--- config.mk ---
export PLATFORM = sky130hd
export DESIGN_NAME = hilo_muldiv
export DESIGN_NICKNAME = d
export VERILOG_FILES = /design/src/rtl/hilo_muldiv.sv
export SDC_FILE = /design/constraint.sdc
export NUM_CORES = 1
export LEC_CHECK = 0
export ABC_AREA = 1
export ABC_CLOCK_PERIOD_IN_PS = 11100
export CORE_AREA = 3 3 220 329
export CTS_CLUSTER_SIZE = 25
export DETAILED_ROUTE_END_ITERATION = 16
export DIE_AREA = 0 0 223 332
export PLACE_DENSITY = 0.45
export SYNTH_ARGS = -nofsm -noshare
export SYNTH_HDL_FRONTEND = slang
export SYNTH_SLANG_ARGS = --single-unit
--- constraint.sdc ---
create_clock -name clk -period 11.1 [get_ports clk]
set_input_delay 1.665 -clock clk [delete_from_list [all_inputs] [get_ports clk]]
set_output_delay 1.665 -clock clk [all_outputs]
set_load 0.005 [all_outputs]
--- src/rtl/hilo_muldiv.sv ---
// Multi-cycle multiply/divide unit owning the MIPS HI/LO registers.
// Radix-2 shift-add multiply and restoring divide, 32 iterations plus a sign-fix cycle.
module hilo_muldiv #(
    parameter int unsigned WIDTH = 32
) (
    input  logic             clk,
    input  logic             reset,
    input  logic             start,
    input  logic [2:0]       op,
    input  logic [WIDTH-1:0] a,
    input  logic [WIDTH-1:0] b,
    output logic             busy,
    output logic             done,
    output logic [WIDTH-1:0] hi,
    output logic [WIDTH-1:0] lo
);

    localparam logic [2:0] OpMult  = 3'd1;
    localparam logic [2:0] OpMultu = 3'd2;
    localparam logic [2:0] OpDiv   = 3'd3;
    localparam logic [2:0] OpDivu  = 3'd4;
    localparam logic [2:0] OpMthi  = 3'd5;
    localparam logic [2:0] OpMtlo  = 3'd6;

    typedef enum logic [1:0] {StIdle, StCalc, StFix} state_e;

    state_e             state_q, state_d;
    logic [4:0]         cnt_q, cnt_d;
    logic               is_div_q, is_div_d;
    logic               neg_q, neg_d;
    logic               a_neg_q, a_neg_d;
    logic [WIDTH-1:0]   mag_a_q, mag_a_d;
    logic [WIDTH-1:0]   mag_b_q, mag_b_d;
    logic [2*WIDTH-1:0] prod_q, prod_d;
    logic               busy_q, busy_d;
    logic               done_q, done_d;
    logic [WIDTH-1:0]   hi_q, hi_d;
    logic [WIDTH-1:0]   lo_q, lo_d;

    logic               is_signed;
    logic [WIDTH:0]     sum;
    logic [WIDTH:0]     shifted;
    logic [WIDTH:0]     diff;
    logic               ge;
    logic [2*WIDTH-1:0] prod_neg;
    logic [WIDTH-1:0]   quo_fix;
    logic [WIDTH-1:0]   rem_fix;
    logic [WIDTH-1:0]   a_orig;

    always_comb begin
        state_d  = state_q;
        cnt_d    = cnt_q;
        is_div_d = is_div_q;
        neg_d    = neg_q;
        a_neg_d  = a_neg_q;
        mag_a_d  = mag_a_q;
        mag_b_d  = mag_b_q;
        prod_d   = prod_q;
        done_d   = 1'b0;
        hi_d     = hi_q;
        lo_d     = lo_q;

        is_signed = (op == OpMult) || (op == OpDiv);
        // Multiply: upper half accumulates, lower half shifts the multiplier out.
        sum       = {1'b0, prod_q[2*WIDTH-1:WIDTH]} + (prod_q[0] ? {1'b0, mag_a_q} : '0);
        // Divide: upper half is the remainder, lower half shifts dividend out / quotient in.
        shifted   = prod_q[2*WIDTH-1:WIDTH-1];
        diff      = shifted - {1'b0, mag_b_q};
        ge        = ~diff[WIDTH];
        prod_neg  = neg_q ? -prod_q : prod_q;
        quo_fix   = neg_q ? -prod_q[WIDTH-1:0] : prod_q[WIDTH-1:0];
        rem_fix   = a_neg_q ? -prod_q[2*WIDTH-1:WIDTH] : prod_q[2*WIDTH-1:WIDTH];
        a_orig    = a_neg_q ? -mag_a_q : mag_a_q;

        unique case (state_q)
            StIdle: begin
                if (start) begin
                    case (op)
                        OpMthi: hi_d = a;
                        OpMtlo: lo_d = a;
                        OpMult, OpMultu, OpDiv, OpDivu: begin
                            mag_a_d  = (is_signed && a[WIDTH-1]) ? -a : a;
                            mag_b_d  = (is_signed && b[WIDTH-1]) ? -b : b;
                            neg_d    = is_signed && (a[WIDTH-1] ^ b[WIDTH-1]);
                            a_neg_d  = is_signed && a[WIDTH-1];
                            is_div_d = (op == OpDiv) || (op == OpDivu);
                            cnt_d    = '0;
                            prod_d   = {{WIDTH{1'b0}},
                                        ((op == OpDiv) || (op == OpDivu)) ? mag_a_d : mag_b_d};
                            state_d  = StCalc;
                        end
                        default: ;
                    endcase
                end
            end
            StCalc: begin
                if (is_div_q) begin
                    prod_d = {ge ? diff[WIDTH-1:0] : shifted[WIDTH-1:0], prod_q[WIDTH-2:0], ge};
                end else begin
                    prod_d = {sum, prod_q[WIDTH-1:1]};
                end
                cnt_d = cnt_q + 5'd1;
                if (cnt_q == 5'(WIDTH - 1)) begin
                    state_d = StFix;
                end
            end
            StFix: begin
                if (!is_div_q) begin
                    hi_d = prod_neg[2*WIDTH-1:WIDTH];
                    lo_d = prod_neg[WIDTH-1:0];
                end else if (mag_b_q == '0) begin
                    hi_d = a_orig;
                    lo_d = '1;
                end else begin
                    hi_d = rem_fix;
                    lo_d = quo_fix;
                end
                done_d  = 1'b1;
                state_d = StIdle;
            end
            default: state_d = StIdle;
        endcase

        busy_d = (state_d != StIdle);
    end

    always_ff @(posedge clk or posedge reset) begin
        if (reset) begin
            state_q  <= StIdle;
            cnt_q    <= '0;
            is_div_q <= 1'b0;
            neg_q    <= 1'b0;
            a_neg_q  <= 1'b0;
            mag_a_q  <= '0;
            mag_b_q  <= '0;
            prod_q   <= '0;
            busy_q   <= 1'b0;
            done_q   <= 1'b0;
            hi_q     <= '0;
            lo_q     <= '0;
        end else begin
            state_q  <= state_d;
            cnt_q    <= cnt_d;
            is_div_q <= is_div_d;
            neg_q    <= neg_d;
            a_neg_q  <= a_neg_d;
            mag_a_q  <= mag_a_d;
            mag_b_q  <= mag_b_d;
            prod_q   <= prod_d;
            busy_q   <= busy_d;
            done_q   <= done_d;
            hi_q     <= hi_d;
            lo_q     <= lo_d;
        end
    end

    assign busy = busy_q;
    assign done = done_q;
    assign hi   = hi_q;
    assign lo   = lo_q;

endmodule

==> metrics.txt <==
post-place setup slack=6.489 ns; Seq pwr share=22.3%; sw frac=58.32%; most common cell in the netlist=nand2_1; top post-synthesis cells by count=nand2_1 (1082), nor2_1 (539), inv_1 (458); max-cap viol count=0; clock power share=10.7%; Synth area leader=dfrtp_1; Hold Path Stages=2; Worst slew margin=30.35%; WP data arrival=4.46 ns; WL met3=4.516 mm; clk slew on worst S/H paths=0.06 ns; Fmax=248.8 MHz; Internal=3436 uW; number of synthesized flops with an enable pin=0; M1 WL=41.40 mm; met2 wire length=54.32 mm; syn_area_per_cell=5.727 um2; Worst-Margin Slew=1.044 ns; final hold violation count=0; Max Slew Vio Count=0; via count=24223; Startpoint Class=input port; Final Skew=0.01519 ns; Logic pwr share=67.0%; CP endpoint kind=register; CTS tree=built; P_sw=4807 uW; top cells by area, synth=dfrtp_1 (25%), nand2_1 (19%), nand3_1 (10%); worst min-delay path class=register to register; DR vias/cell=5.257; Final TNS setup=0 ns; status=completed; worst reg2reg path depth=19; post-synth top area share=24.51%; hpwl dp=88.52 mm; unrepaired setup endpoints after global routing=false; crit path time final=4.019 ns; mapped cell area=20830 um2; post-synthesis sequential area ratio=24.51%; crit path to=prod_q[2]; worst r2r src=prod_q[31]; drt drc=0; initial core utilization=29.95%; CP Data Required Time=11.54 ns; Worst Setup SP=op[0]; period utilization=36.20%; Setup CP Type=input port to register; die area=74040 um2; Async SR Flop Fraction=100.0%; CTS root buffer=clkbuf_16; hold buffer count at CTS=0; port bufs=135; # H-tree levels=1; routed len/inst=23.89 um; power density over cell area=346.3 nW/um2; Die H=332 um; Skew-Pair Late Insertion Delay=0.59 ns; CTS resizes=0; final wirelength=110.1 mm; Pre-antenna DRT Iters=6; P&R area growth vs syn=14.28%; core area=69540 um2; pin count of the biggest net entering global routing=79; FP Rows=118; GRT Residual Overflow=0; Power, Total=8243 uW; Antenna Nets Post-Route=0; gpl congestion=0.9838; vias in the first global route=24002; CTS Buf Count=25; final worst slack=7.081 ns; width of the die=223 um; synth warn=0; Finish-stage setup viols=0; LEAKAGE=0.01164 uW; Post-CTS Setup Bufs=0; FF-to-FF setup slack=7.14 ns; FF-to-FF End=prod_q[58]; top sig layer=met4; Crit Path Max Fanout=39; Yosys reg bits=204; IO Count=136; Syn Nets=3780; DRT iter0 DRCs=1934; Netlist cell types=46; first-pass GRT wire length=159.8 mm; Clock Sinks=204; peak supply drop=251.7 uV; Final Net Count=3833; layout cells sized above 1=3.265%; Mapped Cells=3637; initial antenna violation count=3; clock buffer depth=3; gr usage total=28.84%; Most used DFF post-synth=dfrtp_1
-- worst max-delay path, cell delays in order --
cell and delay, ns:
clkdlybuf4s50_1 0.48, inv_1 0.10, nand3_1 0.10, nand2_1 0.07
buf_4 0.41, clkinv_1 0.92, o21ai_0 0.44, inv_1 0.07
o21ai_0 0.08, a31oi_1 0.10
-- power by group through the flow --
stage	combinational, uW	clock (uW)	sequential (uW)
4_1_cts	5500	900	1830
3_3_place_gp	5470	0	1840
5_1_grt	6190	919	1850
3_5_place_dp	5470	0	1840
2_1_floorplan	3800	0	1400
6_report	5520	882	1840
-- per-stage QoR --
step	instance area (um2)	utilization [%]	hold slack, ns	std cells
floorplan	20830	-	0.4530	3637
global placement	22980	33.05	0.4696	4563
detailed placement	22980	33.05	0.4766	4563
CTS	23800	34.22	0.4913	4606
global route	23800	34.22	0.5202	4606
finish	23800	34.23	0.4883	4608
-- cell type report --
class | instances | area (um2)
fill | 7954 | 45740
timing repair buffer | 164 | 1569
sequential | 204 | 5111
multi-input combinational | 2830 | 13420
clock inverter | 12 | 160.2
clock buffer | 31 | 658.1
inverter | 465 | 1753
tap | 900 | 1126
antenna | 2 | 5.005
-- worst min path at each step --
stage,from,to,slack [ns]
after detailed placement,lo[21],lo[21],0.48
after global routing,lo[21],lo[21],0.52
after CTS,lo[18],lo[18],0.49
after floorplan,mag_b_q[14],mag_b_q[14],0.45
after global placement,lo[18],lo[18],0.47
final,lo[18],lo[18],0.49
-- sequential cells by signal, indices dropped and copies added (netlist names), 2 cells and up --
register	count
prod_q	64
hi	32
lo	32
mag_a_q	32
mag_b_q	32
cnt_q	5
state_q	2
-- layer usage --
metal,track usage [%],vias to the layer above
met5,0,-
met4,20.55,0
met3,2.652,293
met2,51.45,792
met1,31.86,11408
li1,-,11730
-- logic make-up (layout without fill, tap and decap cells) --
kind of cell | Yosys count | after routing | share of synthesized area (%)
XOR/XNOR | 91 | 91 | 3.827
flip-flops | 204 | 204 | 24.51
AO/OA/AOI/OAI | 492 | 492 | 12.61
adder cells (fa/ha/maj) | 73 | 73 | 4.457
buffers and inverters | 603 | 672 | 11.17
other | 0 | 2 | 0
AND/OR/NAND/NOR | 2174 | 2174 | 43.42
-- cell usage in the layout (no fill, tap or decap), drive strengths merged, types with 8 or more instances in the layout --
master and n:
nand2 1096, nor2 550, inv 466, nand3 426, o21ai 212, dfrtp 204, a21oi 201, clkdlybuf4s50 135
xor2 78, ha 71, nand4 43, a31oi 32, clkbuf 31, buf 29, nor3 26, o211ai 17
xnor2 13, o21bai 10, or2 9, nor4 8, nand3b 8
Note: power is estimated with default switching activity, not from simulation.
